[src/rtl/sum_reduce_sequencer.sv]
// sum_reduce_sequencer
// Fetches LENGTH consecutive 256-bit words from data memory and presents each
// one on sum_bus to the combinational lane-sum datapath. It accumulates the
// returned 16-bit per-word sums and pulses done once the last word is added.
//
// Ports
//   clk, rst          system clock, synchronous active-high reset
//   start, abort      command strobe (IDLE only) / cancel of a running job
//   base_addr, length first word address and word count, latched on start
//   mem_rd_en/addr    one-cycle read request per word
//   mem_rd_data/valid read return; only accepted while waiting for it
//   sum_bus, sum_in   registered word to the datapath / its 16-bit sum
//   result            accumulated sum, stable from done until the next start
//   busy, done        not-idle flag / one-cycle completion pulse
//
// state  | meaning
// -------+------------------------------------------------------------
// S_IDLE | waiting for start; result holds the last completed sum
// S_REQ  | issue read for word base+idx
// S_WAIT | wait (unbounded) for read data, capture it onto sum_bus
// S_ACC  | add datapath sum into acc, advance idx
// S_DONE | one-cycle done pulse, then back to IDLE
module sum_reduce_sequencer #(
  parameter int ADDR_W = 16,
  parameter int LEN_W  = 8
) (
  input  logic              clk,
  input  logic              rst,
  input  logic              start,
  input  logic              abort,
  input  logic [ADDR_W-1:0] base_addr,
  input  logic [LEN_W-1:0]  length,
  output logic              mem_rd_en,
  output logic [ADDR_W-1:0] mem_addr,
  input  logic [255:0]      mem_rd_data,
  input  logic              mem_rd_valid,
  output logic [255:0]      sum_bus,
  input  logic [15:0]       sum_in,
  output logic [15:0]       result,
  output logic              busy,
  output logic              done
);

  typedef enum logic [2:0] {
    S_IDLE,
    S_REQ,
    S_WAIT,
    S_ACC,
    S_DONE
  } state_t;

  state_t            state;
  state_t            state_nxt;
  logic [ADDR_W-1:0] base_q;
  logic [LEN_W-1:0]  len_q;
  logic [LEN_W-1:0]  idx;
  logic [15:0]       acc;
  logic [15:0]       acc_sum;
  logic              last_word;
  logic              abort_hit;

  assign last_word = (idx == len_q - LEN_W'(1));
  assign abort_hit = abort && (state != S_IDLE);
  // Carry out of the 16-bit add is dropped, matching the datapath's own wrap.
  assign acc_sum   = acc + sum_in;

  always_comb begin
    state_nxt = state;
    mem_rd_en = 1'b0;
    busy      = 1'b1;
    done      = 1'b0;
    mem_addr  = base_q + ADDR_W'(idx);
    case (state)
      S_IDLE: begin
        busy = 1'b0;
        if (start) state_nxt = (length == '0) ? S_DONE : S_REQ;
      end
      S_REQ: begin
        mem_rd_en = 1'b1;
        state_nxt = S_WAIT;
      end
      S_WAIT: begin
        if (mem_rd_valid) state_nxt = S_ACC;
      end
      S_ACC: begin
        state_nxt = last_word ? S_DONE : S_REQ;
      end
      S_DONE: begin
        done      = 1'b1;
        state_nxt = S_IDLE;
      end
      default: state_nxt = S_IDLE;
    endcase
    if (abort_hit) state_nxt = S_IDLE;
  end

  always_ff @(posedge clk) begin
    if (rst) begin
      state   <= S_IDLE;
      base_q  <= '0;
      len_q   <= '0;
      idx     <= '0;
      acc     <= '0;
      sum_bus <= '0;
      result  <= '0;
    end else begin
      state <= state_nxt;
      case (state)
        S_IDLE: begin
          if (start) begin
            base_q <= base_addr;
            len_q  <= length;
            acc    <= '0;
            idx    <= '0;
            if (length == '0) result <= '0;
          end
        end
        S_WAIT: begin
          if (mem_rd_valid && !abort) sum_bus <= mem_rd_data;
        end
        S_ACC: begin
          if (!abort) begin
            acc <= acc_sum;
            idx <= idx + LEN_W'(1);
            // Load result on the way into DONE so it is already valid while
            // done is high.
            if (last_word) result <= acc_sum;
          end
        end
        default: ;
      endcase
      if (abort_hit) begin
        acc <= '0;
        idx <= '0;
      end
    end
  end

endmodule

[config.mk]
export PLATFORM = sky130hd
export DESIGN_NAME = sum_reduce_sequencer
export DESIGN_NICKNAME = d
export VERILOG_FILES = /design/src/rtl/sum_reduce_sequencer.sv
export SDC_FILE = /design/constraint.sdc
export NUM_CORES = 1
export LEC_CHECK = 0
export BUFFER_PORTS_ARGS = -buffer_cell sky130_fd_sc_hd__buf_2
export CORE_AREA = 2 2 232 234
export CTS_CLUSTER_DIAMETER = 40
export DETAILED_ROUTE_END_ITERATION = 8
export DIE_AREA = 0 0 234 236
export PLACE_DENSITY_LB_ADDON = 0.1
export SETUP_SLACK_MARGIN = 0.02
export SYNTH_ARGS = -nofsm -noshare
export SYNTH_HDL_FRONTEND = slang
export SYNTH_SLANG_ARGS = --single-unit
[constraint.sdc]
create_clock -name clk -period 3.8 [get_ports clk]
set_input_delay 0.38 -clock clk [delete_from_list [all_inputs] [get_ports clk]]
set_output_delay 0.38 -clock clk [all_outputs]
set_load 0.1 [all_outputs]
Word level (Yosys, flattened, before mapping)
Index checks and enable logic that the tools add are counted.
- add/sub/neg operators: 4
- multiply operators: 0
- div/mod/pow operators: 0
- magnitude comparators: 0
- equality and inequality tests: 10
- shift-type cells: 0
- mux-type cells: 19
- bitwise operators: 0
- reduce and logical (&&, ||, !) cells: 13
- operator list (cell ; number):
    $mux W16 ; 6
    $pmux W16 S2 ; 2
    $add A16 B16 Y16 ; 1
    $add A16 B8 Y16 ; 1
    $mux W8 ; 2
    $pmux W8 S2 ; 1
    $mux W3 ; 4
    $pmux W3 S4 ; 1
    $ne A2 B2 Y1 const B ; 5
    $add A8 B1 Y8 const B ; 1
    $eq A8 B8 Y1 ; 1
    $logic_not A8 Y1 ; 1
    $sub A8 B1 Y8 const B ; 1
    $eq A3 B2 Y1 const B ; 2
    $reduce_and A2 Y1 ; 3
    $reduce_and A5 Y1 ; 1
    $eq A3 B1 Y1 const B ; 1
    $eq A3 B3 Y1 const B ; 1
    $logic_not A3 Y1 ; 1
    $mux W1 ; 3
    $reduce_and A3 Y1 ; 1
    $reduce_bool A3 Y1 ; 1
    $logic_and A1 B1 Y1 ; 2
    $reduce_bool A2 Y1 ; 1
    other kinds (2) ; 2
- flip-flop bits (word level): 323
- latch bits: 0
- RAM bits: 0
- ROM bits: 0
- input bits: 301
- logic and storage cells: 53
- memories: 0

Depth between registers and ports, before layout
Gate-level depths: netlist of run 1.
- depth in word-level cells: 5
- mapped depth: 9
- gate-level depth less buffers: 9

Worst setup path after synthesis of run 1
OpenSTA, ideal clock, no wires.
- path kind: register -> output
- start: register idx[0]
- end: output mem_addr[6]
- arrival time: 3793 ps
- required time: 3420 ps
- setup slack: -373 ps
- cell stages (with the launch flop): 9
- buffers on the path: 0
- cell sequence: dfxtp_1 > ha_1 > inv_1 > fa_1 > nor2b_1 > o21ai_0 > a21boi_0 > o31ai_1 > a21boi_0
- word-level cells in the longest chain between the ends: 1
- ends and longest elaborated chain (what ; line ; RTL):
    start, declared ; 56 ; logic [LEN_W-1:0] idx;
    start signal, assigned ; 124 ; idx <= idx + LEN_W'(1);
    $add A16 B8 Y16 ; 72 ; mem_addr = base_q + ADDR_W'(idx);
    end, declared ; 34 ; output logic [ADDR_W-1:0] mem_addr,
No other way between the ends.

Worst setup path in the final report of run 1
- start: register idx[0]
- end: output mem_addr[8]
Same word-level chain as after synthesis.

==> reports/qor.yml, run 1 <==
wl_per_cell_um: 17.0
antenna_found_initial: 8
grt_max_degree: 163
grt_util_met2_pct: 30.6
crit_chain: "ha_1, inv_1, fa_1, nor2b_1, o21ai_0, a21boi_1, o31ai_2, a21oi_1, xor2_1, buf_2"
dp_slack_ns: 0.620
root_buffer: "clkbuf_16"
yosysWarnings: 0
dieArea_um2: 55200
hold_viol: 0
final-max-slew-violation-count: 0
netlist_top_cells_area: "dfxtp_1 50%, nand2_1 18%, a21oi_1 13%"
drive_gt1_share_pct: 32.0
crit_family: "compound AO/OA/AOI/OAI gates"
powerDensity_nw_per_um2: 604
finalCritPeriodShare_pct: 92.9
cts_made_buffers: 68
clk_pin_slew_ns: 0.05
die_w_um: 234
reg2reg_depth: 8
ys_seq_area_share_pct: 50.5
synth_top_family_by_area: "simple AND/OR/NAND/NOR gates"
drtAntennaViolNets: 0
met1_usage_pct: 21.1
leakage_uw: 0.00839
max_slew_margin_pct: 25.9
core_area_um2: 53100
p_sw_share_pct: 31.8
place_area_um2: 16400
setup_tns_ns: 0
area_growth_pct: 50.0
crit_arrival_ns: 3.15
synth_top_cell_by_area: "dfxtp_1"
synth_fa_ha_area_share_pct: 2.75
ioPinCount: 592
grt-ovfl-total: 0
ys_types: 60
worstReg2RegEnd: "result[3]"
cts_setup_buffers: 0
multi_input_area_um2: 5890
drt-pass1-iter-count: 5
sequentialPowerShare_pct: 31.4
clock_skew_ns: 0.0198
path_depth: 10
path_class: "reg2out"
die_h_um: 236
port_buffers: 591
clkPwrFrac_pct: 51.0
synth_compound_area_share_pct: 17.2
p_comb_share_pct: 17.6
fin_area_um2: 19200
dp_cells: 2827
worstReg2RegStart: "len_q[0]"
drv_cap: 0
via_per_inst: 4.46
worst_pin_slew_ns: 1.11
routabilityCongestion: 0.842
status: "finished clean"
synthesis.area_um2: 12800
path_buf_inv: 2
internal_power_uw: 7910
drtIter0Drc: 625
dr_total_vias: 13400
yosys-mux-area-fraction_pct: 0.234
async_flop_share_pct: 0
drc: 0
reg2reg_slack_ns: 0.63
synth_most_common_cell: "nand2_1"
synth-xor-area-share_pct: 2.26
clock-sinks: 323
rows: 85
hpwl_um: 36600
crit_slowest_cell: "dfxtp_1"
worst_setup_path_end_kind: "output pin"
synth_common_cells: "598 x nand2_1, 323 x a21oi_1, 323 x dfxtp_1"
p_switching_uw: 3690
synth-seq-cells: 323
synth-simple-area-share_pct: 23.4
clkLatencyLatePin_ns: 0.57
crit_path_max_incr_delay_ns: 0.44
syn_inst: 1635
busiest_layer: "met2"
syn-num-nets: 1963
finalPower_uw: 11600
htree_levels: 3
synthFlopType: "dfxtp_1"
ir_drop_mv: 0.317
start_kind: "register"
endpoint: "mem_addr[8]"
synth_top_area_share_pct: 50.5
regArea_um2: 6470
nets: 2579
grt_util_all_layers_pct: 17.9
grt_pass1_wl_um: 76500
synth.avg_cell_area_um2: 7.83
totalWireLength_um: 51100
max_freq_ghz: 0.283
fill_cells: 5697
instances_no_fill: 3004
worst_slack_ns: 0.270
cp-startpoint: "idx[0]"
cts_buffer_depth: 3
crit_fanout: 6
setup_viol_count_final: 0
grt_pass1_vias: 13200
hold_path_class: "in2reg"
min_period_ns: 3.53
cts_tree: "built"
start_util_pct: 24.1
rsz0062_at_grt: "no"
synth-edff-count: 0
worstPathRequired_ns: 3.42
use_met3_pct: 5.77
## worst min-delay path by stage
| stage | startpoint | to | slack [ns] | cells after the start |
|---|---|---|---|---|
| global placement | sum_bus[250] | sum_bus[250] | 0.44 | 2 |
| detailed placement | sum_bus[188] | sum_bus[188] | 0.44 | 2 |
| CTS | mem_rd_data[151] | sum_bus[151] | 0.0002 | 3 |
| global route | mem_rd_data[34] | sum_bus[34] | 0.007 | 3 |
| finish | mem_rd_data[200] | sum_bus[200] | 0.04 | 3 |
| floorplan | acc[5] | acc[5] | 0.44 | 2 |
## kinds of logic (layout without fill, tap and decap cells)
group | Yosys count | in the layout
and+or+nand+nor | 728 | 728
AOI/OAI and AO/OA | 400 | 400
DFF | 323 | 323
buffers and inverters | 121 | 790
xor gates and xnor gates | 33 | 33
adders and majority gates | 27 | 27
muxes | 3 | 3
other | 0 | 4
## cells in the final DEF, fill, tap and decap left out, types with 4 or more instances in the layout
cell           count
diode_2            4
a21oi_1          323
xnor2_1           18
buf_2            587
nand3_1           16
bufinv_16          6
clkinvlp_4         7
dfxtp_1          323
nand2_1          598
nand4_1           11
buf_12             4
nand2b_1           8
or2_2              4
clkbuf_16         70
or3_1              5
nor4_1             4
a21o_1             6
a31oi_1            5
o21ai_0           22
nor3_1            11
clkbuf_1          10
xor2_1            15
inv_6              8
buf_4             12
a211oi_1           8
o41ai_2            4
dlygate4sd3_1     50
clkinv_4           5
inv_1             13
clkbuf_8           5
and3_1             6
nor2_1            33
ha_1              25
nor3b_1            6
clkinv_2           9
o31ai_1            5
## repair_timing
action,4_1_cts,5_1_grt
endpoints found under the hold margin,50,0
gates resized for setup,3,2
setup endpoints to repair,3,5
hold buffers,50,0
## power groups by stage
stage          Combinational (uW)  Sequential (uW)  Clock [uW]
6_report                     2040             3650        5910
2_1_floorplan                 807             4390           0
3_3_place_gp                 2010             3710           0
3_5_place_dp                 2020             3710           0
4_1_cts                      2060             3650        6080
5_1_grt                      2170             3660        6250
## sequential cells by signal, indices dropped and copies added (netlist names)
| signal | count |
|---|---|
| sum_bus | 256 |
| acc | 16 |
| base_q | 16 |
| result | 16 |
| idx | 8 |
| len_q | 8 |
| state | 3 |
## layout make-up
cell class | count | share of cell area [%]
sequential | 323 | 33.7
antenna | 4 | 0.0521
inverter | 13 | 0.254
clock buffer | 85 | 9.67
clock inverter | 38 | 2.29
multi-input combinational | 1191 | 30.7
tap | 696 | 4.53
timing repair buffer | 654 | 18.9
## per-layer routing
layer  up-vias  wire length [um]
li1       6703                 -
met5         -                27
met1      6225             21100
met3        88              3330
met2       385             25300
met4         4              1350
## through the flow
stage          utilization (%)  hold slack (ns)
3_5_place_dp              30.9            0.443
2_1_floorplan                -            0.436
6_report                  36.2           0.0443
5_1_grt                   36.2          0.00738
3_3_place_gp              30.9            0.439
4_1_cts                   36.2         0.000157
## worst register-to-register path: cells and delay by family, from the launching register on
family          cells  cell delay [ns]
simple gates        4             1.81
compound gates      2             0.59
flops               1             0.36
fa+ha+maj           1             0.21
buf+inv             1             0.08
Note: power is estimated with default switching activity, not from simulation.
==> run 2, diff against run 1 <==
--- a/config.mk
+++ b/config.mk
@@ -10,7 +10,7 @@
 export CTS_CLUSTER_DIAMETER = 40
 export DETAILED_ROUTE_END_ITERATION = 8
 export DIE_AREA = 0 0 234 236
-export PLACE_DENSITY_LB_ADDON = 0.1
+export PLACE_DENSITY = 0.51
 export SETUP_SLACK_MARGIN = 0.02
 export SYNTH_ARGS = -nofsm -noshare
 export SYNTH_HDL_FRONTEND = slang
==> run 2 against run 1 <==
  * Power fell by 1.2%
  * Clock-buffer cell count down 15
  * Die area stayed put
  * Sequential cell count is the same
  * Critical endpoint is now mem_addr[14]
  * Largest power group unchanged
  * Highest routed layer unchanged
==> reports/qor.yml, run 2 (synthesis gave the netlist of run 1 again) <==
nets: 2712  # was 2579
max_slew_margin_pct: 32.9  # was 25.9%
port_buffers: 591  # unchanged
grt_util_all_layers_pct: 17.0  # was 17.9%
ioPinCount: 592  # unchanged
crit_arrival_ns: 3.14  # was 3.15 ns
clock_skew_ns: 0.0157  # was 0.0198 ns
finalCritPeriodShare_pct: 92.7  # was 92.9%
crit_slowest_cell: "dfxtp_1"  # unchanged
cts_setup_buffers: 0  # unchanged
totalWireLength_um: 49200  # was 51100 um
max_freq_ghz: 0.284  # was 0.283 GHz
wl_per_cell_um: 15.7  # was 17.0 um
setup_tns_ns: 0  # unchanged
clock-sinks: 323  # unchanged
area_growth_pct: 60.1  # was 50.0%
via_per_inst: 4.54  # was 4.46
routabilityCongestion: 0.904  # was 0.842
drv_cap: 0  # unchanged
finish.utilization_pct: 38.6  # was 36.2%
rsz0062_at_grt: "yes"  # was no
layout_commonest_cell: "nand2_1"  # unchanged
largest_reg_flops: 256  # unchanged
drtAntennaViolNets: 0  # unchanged
dp_slack_ns: 0.681  # was 0.620 ns
powerDensity_nw_per_um2: 559  # was 604 nW/um2
ir_drop_mv: 0.390  # was 0.317 mV
cts_made_buffers: 60  # was 68
grt_pass1_wl_um: 75200  # was 76500 um
die_h_um: 236  # unchanged
p_switching_uw: 3600  # was 3690 uW
worst_setup_path_end_kind: "output pin"  # unchanged
drive_gt1_share_pct: 30.1  # was 32.0%
clkLatencyLatePin_ns: 0.60  # was 0.57 ns
grt_max_degree: 158  # was 163
dr_total_vias: 14200  # was 13400
antenna_found_initial: 9  # was 8
root_buffer: "clkbuf_16"  # unchanged
instances_no_fill: 3138  # was 3004
status: "finished clean"  # unchanged
cts_tree: "built"  # unchanged
drtIter0Drc: 735  # was 625
final-max-slew-violation-count: 0  # unchanged
drt-pass1-iter-count: 5  # unchanged
min_period_ns: 3.52  # was 3.53 ns
cts_buffer_depth: 3  # unchanged
start_kind: "register"  # unchanged
path_buf_inv: 2  # unchanged
clkPwrFrac_pct: 49.4  # was 51.0%
start_util_pct: 24.1  # unchanged
htree_levels: 2  # was 3
crit_chain: "ha_1, inv_1, fa_1, nor2b_1, o21ai_0, a21boi_1, o31ai_1, a211oi_1, xor2_1, buf_4"  # was ha_1, inv_1, fa_1, nor2b_1, o21ai_0, a21boi_1, o31ai_2, a21oi_1, xor2_1, buf_2
worstPathRequired_ns: 3.42  # about the same
hpwl_um: 34500  # was 36600 um
mostFrequentLayoutCells: "598 x nand2_1, 586 x buf_2, 323 x a21oi_1, 323 x dfxtp_1, 191 x dlygate4sd3_1"  # was 598 x nand2_1, 587 x buf_2, 323 x a21oi_1, 323 x dfxtp_1, 70 x clkbuf_16
path_class: "reg2out"  # unchanged
grt_pass1_vias: 14000  # was 13200
leakage_uw: 0.00894  # was 0.00839 uW
clk_pin_slew_ns: 0.06  # was 0.05 ns
sequentialPowerShare_pct: 31.8  # was 31.4%
rows: 85  # unchanged
crit_family: "compound AO/OA/AOI/OAI gates"  # unchanged
dieArea_um2: 55200  # unchanged
worst_slack_ns: 0.277  # was 0.270 ns
crit_path_max_incr_delay_ns: 0.44  # about the same
p_sw_share_pct: 31.5  # was 31.8%
internal_power_uw: 7850  # was 7910 uW
drc: 0  # unchanged
die_w_um: 234  # unchanged
p_comb_share_pct: 18.8  # was 17.6%
crit_fanout: 6  # unchanged
core_area_um2: 53100  # unchanged
hold_path_class: "in2reg"  # unchanged
grt-ovfl-total: 0  # unchanged
dp_cells: 2827  # unchanged
setup_viol_count_final: 0  # unchanged
worst_pin_slew_ns: 1.01  # was 1.11 ns
hold_viol: 0  # unchanged
largest_register: "sum_bus"  # unchanged
## run 2: power groups by stage
stage | Combinational [uW] | Sequential, uW | Clock (uW)
6_report | 2160 | 3650 | 5660
5_1_grt | 2280 | 3660 | 5930
4_1_cts | 2160 | 3640 | 5780
3_5_place_dp | 1990 | 3710 | 0
3_3_place_gp | 1980 | 3710 | 0
2_1_floorplan | 807 | 4390 | 0
## run 2: path summary, 6_finish.rpt
kind	from	to	slack [ns]	cells past startpoint
worst max register to register	len_q[0]	result[12]	0.66	8
worst max-delay path	idx[0]	mem_addr[14]	0.28	10
worst min register to register	sum_bus[227]	sum_bus[227]	0.45	2
worst min-delay path	mem_rd_data[216]	sum_bus[216]	0.04	3
## run 2: final cells by class
type	instances	area [um2]
sequential	323	6470
tap	696	871
timing repair buffer	795	5050
clock buffer	70	1630
fill	5462	32600
antenna	7	17.5
multi-input combinational	1191	5880
clock inverter	43	533
inverter	13	48.8
## run 2: layer usage
layer,share of wire (%),vias to the layer above,GRT usage (%)
li1,-,6974,-
met1,40,6597,19.8
met2,48,523,28.6
met3,7.5,137,4.82
met4,4.1,4,7.61
met5,0.053,-,0
## run 2: worst register-to-register path: stages, from the launching register on
cell	delay, ns
dfxtp_1	0.36
inv_1	0.08
ha_1	0.21
or3b_1	0.39
or4_4	0.51
a2111oi_4	0.47
nand4b_1	0.54
nand2_1	0.34
o32ai_1	0.11
## run 2: per-stage QoR
stage	cell area, um2	hold slack [ns]	power (uW)
after detailed placement	16400	0.443	5700
after CTS	20500	0.0000640	11600
final	20500	0.0370	11500
after floorplan	12800	0.436	5200
after global routing	20500	0.0139	11900
after global placement	16400	0.439	5690
## run 2: repair_timing
action / in CTS / in global routing
hold endpoints to repair: 191 / 0
resized for setup: 0 / 8
setup endpoints to repair: 0 / 5
hold buffers: 191 / 0
